--- src/rtl/cfg_mgmt_arb_pkg.sv ---
// rtl/cfg_mgmt_arb_pkg.sv - shared types and constants for cfg_mgmt_arbiter
//
// Purpose: FSM state encoding, cfg_mgmt field widths and the read data
// returned for an access that the watchdog aborts.
package cfg_mgmt_arb_pkg;

  localparam int ADDR_W = 10;
  localparam int DATA_W = 32;
  localparam int BE_W   = 4;

  localparam logic [DATA_W-1:0] TIMEOUT_RDATA = 32'hFFFF_FFFF;

  typedef enum logic [1:0] {
    IDLE  = 2'd0,
    ISSUE = 2'd1,
    RESP  = 2'd2,
    GAP   = 2'd3
  } arb_state_e;

endpackage

--- src/rtl/rr_priority_arbiter.sv ---
// rtl/rr_priority_arbiter.sv - combinational round-robin grant selection
//
// Purpose: picks the first asserted request at or after ptr, wrapping.
// Ports:
//   req       in   NUM_REQ  request vector
//   ptr       in   IDX_W    highest-priority index this round
//   grant_oh  out  NUM_REQ  one-hot grant (zero when no request)
//   grant_idx out  IDX_W    encoded grant index
//   any_req   out  1        at least one request asserted
module rr_priority_arbiter #(
  parameter int NUM_REQ = 4,
  parameter int IDX_W   = $clog2(NUM_REQ)
) (
  input  logic [NUM_REQ-1:0] req,
  input  logic [IDX_W-1:0]   ptr,
  output logic [NUM_REQ-1:0] grant_oh,
  output logic [IDX_W-1:0]   grant_idx,
  output logic               any_req
);

  // ptr + off folded back into 0..NUM_REQ-1 (NUM_REQ need not be a power of 2)
  function automatic logic [IDX_W-1:0] wrap_idx(input logic [IDX_W-1:0] base, input int off);
    int s;
    s = int'(base) + off;
    if (s >= NUM_REQ) s = s - NUM_REQ;
    return IDX_W'(s);
  endfunction

  always_comb begin
    grant_idx = '0;
    any_req   = 1'b0;
    for (int k = 0; k < NUM_REQ; k++) begin
      if (!any_req && req[wrap_idx(ptr, k)]) begin
        any_req   = 1'b1;
        grant_idx = wrap_idx(ptr, k);
      end
    end
    grant_oh = any_req ? (NUM_REQ'(1) << grant_idx) : '0;
  end

endmodule

--- src/rtl/cfg_mgmt_arbiter.sv ---
// rtl/cfg_mgmt_arbiter.sv - round-robin sharing of the core cfg_mgmt port
//
// Purpose: serialises config accesses from NUM_REQ requesters onto one
// cfg_mgmt port, steers completion back, aborts hung accesses.
// Ports:
//   user_clk, user_reset_n           clock, sync active-low reset
//   req_valid/write/type1            per-requester request and kind
//   req_addr/wdata/be                packed per-requester fields
//   rsp_valid/rdata/timeout          one-cycle completion to the granted requester
//   cfg_mgmt_*                       core configuration management port
module cfg_mgmt_arbiter
  import cfg_mgmt_arb_pkg::*;
#(
  parameter int NUM_REQ        = 4,
  parameter int TIMEOUT_CYCLES = 1024
) (
  input  logic                        user_clk,
  input  logic                        user_reset_n,
  input  logic [NUM_REQ-1:0]          req_valid,
  input  logic [NUM_REQ-1:0]          req_write,
  input  logic [NUM_REQ-1:0]          req_type1,
  input  logic [NUM_REQ*ADDR_W-1:0]   req_addr,
  input  logic [NUM_REQ*DATA_W-1:0]   req_wdata,
  input  logic [NUM_REQ*BE_W-1:0]     req_be,
  output logic [NUM_REQ-1:0]          rsp_valid,
  output logic [DATA_W-1:0]           rsp_rdata,
  output logic                        rsp_timeout,
  output logic [ADDR_W-1:0]           cfg_mgmt_addr,
  output logic [DATA_W-1:0]           cfg_mgmt_write_data,
  output logic [BE_W-1:0]             cfg_mgmt_byte_enable,
  output logic                        cfg_mgmt_write,
  output logic                        cfg_mgmt_read,
  output logic                        cfg_mgmt_type1_cfg_reg_access,
  input  logic [DATA_W-1:0]           cfg_mgmt_read_data,
  input  logic                        cfg_mgmt_read_write_done
);

  localparam int IDX_W = $clog2(NUM_REQ);
  localparam int WD_W  = $clog2(TIMEOUT_CYCLES);
  localparam logic [WD_W-1:0] WD_LAST = WD_W'(TIMEOUT_CYCLES - 1);

  arb_state_e        state_q, state_d;
  logic [IDX_W-1:0]  rr_ptr_q, rr_ptr_d;
  logic [IDX_W-1:0]  grant_q, grant_d;
  logic              write_q, write_d;
  logic              type1_q, type1_d;
  logic [ADDR_W-1:0] addr_q, addr_d;
  logic [DATA_W-1:0] wdata_q, wdata_d;
  logic [BE_W-1:0]   be_q, be_d;
  logic [DATA_W-1:0] rdata_q, rdata_d;
  logic              timeout_q, timeout_d;
  logic [WD_W-1:0]   wdog_q, wdog_d;

  logic [NUM_REQ-1:0] arb_oh;
  logic [IDX_W-1:0]   arb_idx;
  logic               arb_any;

  rr_priority_arbiter #(
    .NUM_REQ (NUM_REQ),
    .IDX_W   (IDX_W)
  ) u_rr (
    .req       (req_valid),
    .ptr       (rr_ptr_q),
    .grant_oh  (arb_oh),
    .grant_idx (arb_idx),
    .any_req   (arb_any)
  );

  always_ff @(posedge user_clk) begin
    if (!user_reset_n) begin
      state_q   <= IDLE;
      rr_ptr_q  <= '0;
      grant_q   <= '0;
      write_q   <= 1'b0;
      type1_q   <= 1'b0;
      addr_q    <= '0;
      wdata_q   <= '0;
      be_q      <= '0;
      rdata_q   <= '0;
      timeout_q <= 1'b0;
      wdog_q    <= '0;
    end else begin
      state_q   <= state_d;
      rr_ptr_q  <= rr_ptr_d;
      grant_q   <= grant_d;
      write_q   <= write_d;
      type1_q   <= type1_d;
      addr_q    <= addr_d;
      wdata_q   <= wdata_d;
      be_q      <= be_d;
      rdata_q   <= rdata_d;
      timeout_q <= timeout_d;
      wdog_q    <= wdog_d;
    end
  end

  always_comb begin
    state_d   = state_q;
    rr_ptr_d  = rr_ptr_q;
    grant_d   = grant_q;
    write_d   = write_q;
    type1_d   = type1_q;
    addr_d    = addr_q;
    wdata_d   = wdata_q;
    be_d      = be_q;
    rdata_d   = rdata_q;
    timeout_d = timeout_q;
    wdog_d    = wdog_q;
    case (state_q)
      IDLE: begin
        if (arb_any) begin
          // Latch the request so the requester may drop valid mid-access.
          grant_d  = arb_idx;
          write_d  = req_write[arb_idx];
          type1_d  = req_type1[arb_idx];
          addr_d   = req_addr[arb_idx*ADDR_W +: ADDR_W];
          wdata_d  = req_wdata[arb_idx*DATA_W +: DATA_W];
          be_d     = req_be[arb_idx*BE_W +: BE_W];
          rr_ptr_d = (int'(arb_idx) == NUM_REQ - 1) ? '0 : arb_idx + 1'b1;
          wdog_d   = '0;
          state_d  = ISSUE;
        end
      end
      ISSUE: begin
        // done is checked first so it wins over a coincident expiry
        if (cfg_mgmt_read_write_done) begin
          rdata_d   = write_q ? '0 : cfg_mgmt_read_data;
          timeout_d = 1'b0;
          state_d   = RESP;
        end else if (wdog_q == WD_LAST) begin
          rdata_d   = TIMEOUT_RDATA;
          timeout_d = 1'b1;
          state_d   = RESP;
        end else begin
          wdog_d = wdog_q + 1'b1;
        end
      end
      RESP:    state_d = GAP;
      GAP:     state_d = IDLE;
      default: state_d = IDLE;
    endcase
  end

  always_comb begin
    cfg_mgmt_read                 = (state_q == ISSUE) && !write_q;
    cfg_mgmt_write                = (state_q == ISSUE) && write_q;
    cfg_mgmt_type1_cfg_reg_access = (state_q == ISSUE) && type1_q;
    cfg_mgmt_addr                 = (state_q == ISSUE) ? addr_q  : '0;
    cfg_mgmt_write_data           = (state_q == ISSUE) ? wdata_q : '0;
    cfg_mgmt_byte_enable          = (state_q == ISSUE) ? be_q    : '0;
    rsp_valid                     = (state_q == RESP) ? (NUM_REQ'(1) << grant_q) : '0;
    rsp_rdata                     = (state_q == RESP) ? rdata_q : '0;
    rsp_timeout                   = (state_q == RESP) && timeout_q;
  end

endmodule

--- config.mk ---
export PLATFORM = sky130hd
export DESIGN_NAME = cfg_mgmt_arbiter
export DESIGN_NICKNAME = d
export VERILOG_FILES = /design/src/rtl/cfg_mgmt_arb_pkg.sv /design/src/rtl/rr_priority_arbiter.sv /design/src/rtl/cfg_mgmt_arbiter.sv
export SDC_FILE = /design/constraint.sdc
export NUM_CORES = 1
export LEC_CHECK = 0
export BUFFER_PORTS_ARGS = -buffer_cell sky130_fd_sc_hd__buf_4
export CORE_ASPECT_RATIO = 2
export CORE_MARGIN = 3
export CORE_UTILIZATION = 35
export DETAILED_ROUTE_END_ITERATION = 10
export GPL_TIMING_DRIVEN = 0
export PLACE_DENSITY = 0.66
export SYNTH_ARGS = -nofsm -noshare
export SYNTH_HDL_FRONTEND = slang
export SYNTH_SLANG_ARGS = --single-unit
export TNS_END_PERCENT = 10
--- constraint.sdc ---
create_clock -name user_clk -period 2.7 [get_ports user_clk]
set_input_delay 0.81 -clock user_clk [delete_from_list [all_inputs] [get_ports user_clk]]
set_output_delay 0.81 -clock user_clk [all_outputs]
set_load 0.1 [all_outputs]
# Word-level counts from Yosys, hierarchy flattened
# Cells that the tools add are included.
# totals
elab_cells	104
mem_bits_ro	0
latchBits	0
regBits	97
mem_count	0
ramBits	0
# classes
order_cmp	9
eq_ne	9
reduce_logical	18
bitwise_logic	0
shift	4
n_mux	43
n_div	0
add_sub_neg	9
multipliers	1
# op_table
operator	count
32-bit 2-to-1 mux	5
128-bit by 8-bit variable part select with 32-bit output	1
10-bit 2-to-1 mux	4
40-bit by 7-bit variable part select with 10-bit output	1
2-bit 2-to-1 mux	12
10-bit case mux with 2 select lines	1
16-bit by 5-bit variable part select with 4-bit output	1
2-bit by 3-bit < comparator with 1-bit output, second input constant	5
1-bit binary-select mux with 2-bit select	6
1-bit 2-to-1 mux	12
10-bit by 1-bit adder with 10-bit output, second input constant	1
10-bit equality test, second input constant	1
3-bit greater-or-equal comparator, second input constant	3
4-bit 2-to-1 mux	2
2-bit case mux with 4 select lines	1
2-bit by 1-bit subtractor with 2-bit output, second input constant	4
1-bit logical AND	7
2-bit by 2-bit adder with 3-bit output, second input constant	2
2-bit != test, second input constant	3
2-bit AND reduction	3
2-bit by 3-bit multiplier with 5-bit output, second input constant	1
2-bit by 1-bit equality test with 1-bit output, second input constant	2
2-bit equality test, second input constant	2
1-bit logical NOT	4
8 further kinds	9

# Depth between registers and ports, before layout
# logic_depth
word_depth	16
depth_mapped	8
ltp_nobuf	7

# Cells and area by module
# A second synthesis with hierarchy kept.
# unflattened
cells_unflattened	627
hier_area_um2	5799.3
# by_module_without_submodules
module	instances	seq_area_each_um2	area_each_um2	cells_each
cfg_mgmt_arbiter	1	1941.9	5616.6	595
rr_priority_arbiter	1	0.0	182.7	32

# Worst setup path after synthesis
# OpenSTA, ideal clock, no wires.
# synth_timing
path_type	register to output
startpoint	reg state_q[0]
endpoint	out rsp_valid[0]
required_ns	1.890
t_arrival_ns	3.009
slack_ns	-1.119
path_stages_with_launch	5
n_path_buf	1
path_cell_list	dfxtp_1 -> inv_1 -> ha_1 -> clkbuf_1 -> nor3b_1
# synth_between
elab_chain_len	2
# synth_lines
item	line	text
start: declaration	cfg_mgmt_arbiter.sv:42	arb_state_e state_q, state_d;
start signal: assignment	cfg_mgmt_arbiter.sv:83	state_q <= state_d;
2-bit equality test	cfg_mgmt_arbiter.sv:151	rsp_valid = (state_q == RESP) ? (NUM_REQ'(1) << grant_q) : '0;
4-bit 2-to-1 mux	cfg_mgmt_arbiter.sv:151	
end: declaration	cfg_mgmt_arbiter.sv:25	output logic [NUM_REQ-1:0] rsp_valid,
# Every way passes these cells.

# Worst setup path after layout
# layout_timing
startpoint	reg state_q[1]
endpoint	out cfg_mgmt_type1_cfg_reg_access
# layout_between
elab_chain_len	2
# layout_lines
item	line	text
2-bit by 1-bit equality test with 1-bit output	cfg_mgmt_arbiter.sv:147	cfg_mgmt_type1_cfg_reg_access = (state_q == ISSUE) && type1_q;
1-bit logical AND	cfg_mgmt_arbiter.sv:147	
end: declaration	cfg_mgmt_arbiter.sv:33	output logic cfg_mgmt_type1_cfg_reg_access,
# Every way passes these cells.

==> tab_implementation.tex <==
\begin{tabular}{lr}
\hline
Metric & Value \\
\hline
\multicolumn{2}{l}{\textbf{Worst setup path}} \\
Crit end category & output pin \\
Crit start category & register \\
Class of the most critical setup path & reg2out \\
Req. time, crit path & 1.89 ns \\
Highest net fanout along the worst path & 10 \\
Signal arrival time at the worst endpoint & 1.81 ns \\
Register-to-Register Path Depth & 8 \\
Source of the worst register-to-register timing path & rr\_ptr\_q[1] \\
Worst setup slack for register-to-register paths & 0.52 ns \\
End of the worst register-to-register path & wdata\_q[15] \\
\multicolumn{2}{l}{\textbf{Global route}} \\
Total GRT Usage & 0.226 \\
Initial antenna violation count & 0 \\
Maximum number of pins on one net before global-route repair & 19 \\
Vias in the first global route & 5842 \\
First-pass GRT wire length & 30200 microns \\
Remaining global-route overflow & 0 \\
\multicolumn{2}{l}{\textbf{Power}} \\
Int Power & 4.14 mW \\
Clock network power share & 0.154 \\
Leakage component of the power & 3.94 nW \\
Switching share of power & 0.487 \\
Total power per unit cell area & 936 nW/um\^{}2 \\
Post-layout total power & 8.08 mW \\
Combinational share of power & 0.579 \\
Sequential group share of total power & 0.267 \\
Peak supply drop & 0.000419 V \\
Reported net switching power & 3.94 mW \\
\multicolumn{2}{l}{\textbf{Routing}} \\
Uppermost layer routed & met4 \\
Detailed route wirelength on metal2 & 11700 microns \\
Total Wirelength & 20000 microns \\
Drt via density & 4.98 \\
Routed metal-1 wire length & 6950 microns \\
DRC violation count after routing & 0 \\
Number of antenna-violating nets in the routed design & 0 \\
Number of vias in the routed layout & 5715 \\
DRC marker count from the first detailed-route iteration & 195 \\
Routed len/inst & 17.4 microns \\
Wire length on met3 & 924 microns \\
Drt first pass iters & 4 \\
\multicolumn{2}{l}{\textbf{Placed design}} \\
Cell count after placement & 1131 \\
Number of buffer cells added on primary ports & 316 \\
Global placer's final weighted congestion & 0.784 \\
Detailed placement HPWL & 16500 microns \\
Placement Setup Slack & -0.0980 ns \\
\multicolumn{2}{l}{\textbf{Clocking}} \\
Clock sink total & 97 \\
Clock Path Buffers & 2 \\
Cts hold-fix bufs & 0 \\
Total CTS buffers & 9 \\
Clock insertion delay at the later pin of the skew report & 0.35 ns \\
Post-CTS Setup Repair Bufs & 0 \\
Number of H-tree branching levels & 3 \\
Clock tree from TritonCTS & done \\
Reg clk slew, reported paths & 0.07 ns \\
CTS root buffer & clkbuf\_16 \\
\multicolumn{2}{l}{\textbf{STA}} \\
Tightest Pin Transition & 0.582 ns \\
Highest Clock Rate & 0.382 GHz \\
Final period demand of the worst path & 2.62 ns \\
Final setup TNS & 0 ns \\
Unrepaired setup endpoints after global routing & false \\
Final Max Tran Viols & 0 \\
Final Setup Violations & 0 \\
Final critical-path setup slack & 0.0825 ns \\
Final-report hold violation count & 0 \\
Clock skew & 0.00821 ns \\
Max-Slew Margin vs Limit & 0.609 \\
Final-layout worst hold slack & 0.453 ns \\
Crit share post-route & 0.969 \\
\multicolumn{2}{l}{\textbf{Yosys}} \\
Synthesized area divided by synthesized cell count & 8.86 sq um \\
Number of nets produced by synthesis & 853 \\
Post-synth ARST share & 0 \\
Share of synthesized area occupied by flip-flops and latches & 0.355 \\
EDFF count, synth & 0 \\
Flip-flop and latch count after synthesis & 97 \\
Prevailing post-synth register cell & dfxtp\_1 \\
YS warnings & 0 \\
Post-synthesis instance total & 617 \\
Number of distinct library cell variants in the gate-level netlist after synthesis & 36 \\
Cell area after synthesis & 5470 sq um \\
\multicolumn{2}{l}{\textbf{Floorplan}} \\
Core outline area & 15300 sq um \\
Row Count & 64 \\
DIE HEIGHT & 183 microns \\
Number of I/O pins & 317 \\
Die X-Extent & 94.4 microns \\
Effective utilization at floorplan & 0.357 \\
Die Outline Area & 17200 sq um \\
\multicolumn{2}{l}{\textbf{Finish}} \\
Net count of the finished layout & 1180 \\
Fillers & 1478 \\
\# diodes & 0 \\
Post-Layout Cell Count & 1147 \\
Layout cell share with drive strength beyond 1 & 0.414 \\
Area overhead of the layout relative to synthesis & 58.0\% \\
\multicolumn{2}{l}{\textbf{Status}} \\
Outcome & finished clean \\
\multicolumn{2}{l}{\textbf{Min path}} \\
Hold depth & 2 \\
Min-delay worst type & reg2reg \\
Startpoint of the tightest hold check path & addr\_q[4] \\
Worst min-delay path endpoint & addr\_q[4] \\
\multicolumn{2}{l}{\textbf{Flow run}} \\
Number of max-cap violations & 0 \\
\hline
\end{tabular}
## cell usage in the layout, fill, tap and decap left out, drive strengths merged, types with 4 or more instances in the layout
cell,instances
nand2,58
inv,10
a211oi,4
nor3,33
and2,84
buf,342
and3,5
dfxtp,97
nand4,4
ha,5
xor2,9
a21oi,38
o21ai,6
o221ai,48
nor2,47
mux2i,99
clkinv,4
clkbuf,33
## state kept, by name (all words and copies together), names as in the netlist
signal / count
type1_q: 1
state_q: 2
rdata_q: 32
wdata_q: 32
wdog_q: 10
timeout_q: 1
addr_q: 10
write_q: 1
be_q: 4
grant_q: 2
rr_ptr_q: 2
## worst max-delay path by stage
stage	start	to	slack [ns]	cells past startpoint
final	state_q[1]	cfg_mgmt_type1_cfg_reg_access	0.08	6
after global placement	req_valid[0]	wdata_q[20]	-0.08	9
after global routing	state_q[1]	cfg_mgmt_write_data[24]	0.0002	6
after CTS	state_q[0]	rsp_rdata[7]	0.0004	6
after detailed placement	req_valid[0]	wdata_q[29]	-0.1	9
after floorplan	state_q[0]	rsp_valid[2]	-0.19	5
## critical path, cell delays in order (launching register included)
cell and delay [ns]:
dfxtp_1 0.32, inv_1 0.10, ha_1 0.17, clkbuf_4 0.21, clkbuf_4 0.23, and2_1 0.14
buf_4 0.29
## per-layer routing
metal,vias to the layer above,track usage
met2,173,0.449
met1,2676,0.235
met4,0,0.0683
met5,-,0
li1,2842,-
met3,24,0.0349
## cells by family after synthesis
kind of cell,after synthesis,share of synthesized area
compound gates,100,0.153
xor+xnor,9,0.0144
fa+ha+maj,5,0.0114
buf+inv,58,0.0515
flops,97,0.355
mux,99,0.181
simple gates,249,0.233
## layout make-up
class,instances,area (sq um),share of cell area
inverter,8,30.0,0.00348
buffer,50,278,0.0322
clock buffer,9,225,0.0261
sequential,97,1940,0.225
timing repair buffer,316,2600,0.301
multi-input combinational,462,3250,0.377
tap,198,248,0.0287
clock inverter,7,65.1,0.00753
## through the flow
stage | cell area [sq um] | util
after floorplan | 5470 | -
after global placement | 8090 | 0.529
after detailed placement | 8090 | 0.529
after CTS | 8530 | 0.558
after global routing | 8640 | 0.565
final | 8640 | 0.565
## power groups by stage
stage	clock [mW]	sequential, mW	combinational, mW
2_1_floorplan	0	2.12	3.38
3_3_place_gp	0	2.17	4.53
3_5_place_dp	0	2.19	4.55
4_1_cts	1.28	2.16	4.68
5_1_grt	1.34	2.22	5.00
6_report	1.25	2.16	4.68
## synth_stat cells (8+ instances only)
library cell / number / area [sq um]
nor2_1: 47 / 176
and2_1: 84 / 526
xor2_1: 9 / 78.8
clkbuf_1: 25 / 93.8
buf_2: 18 / 90.1
o221ai_1: 28 / 245
inv_1: 8 / 30.0
nand2_1: 58 / 218
o221ai_2: 20 / 300
mux2i_1: 99 / 991
dfxtp_1: 97 / 1940
nor3_1: 33 / 165
a21oi_1: 38 / 190
## repair_timing
| item | CTS | global route |
|---|---|---|
| gates resized for setup | 45 | 35 |
| hold endpoints to repair | 0 | 0 |
| endpoints found under the setup margin | 69 | 69 |
No activity file was read; power rests on OpenSTA's default activity.
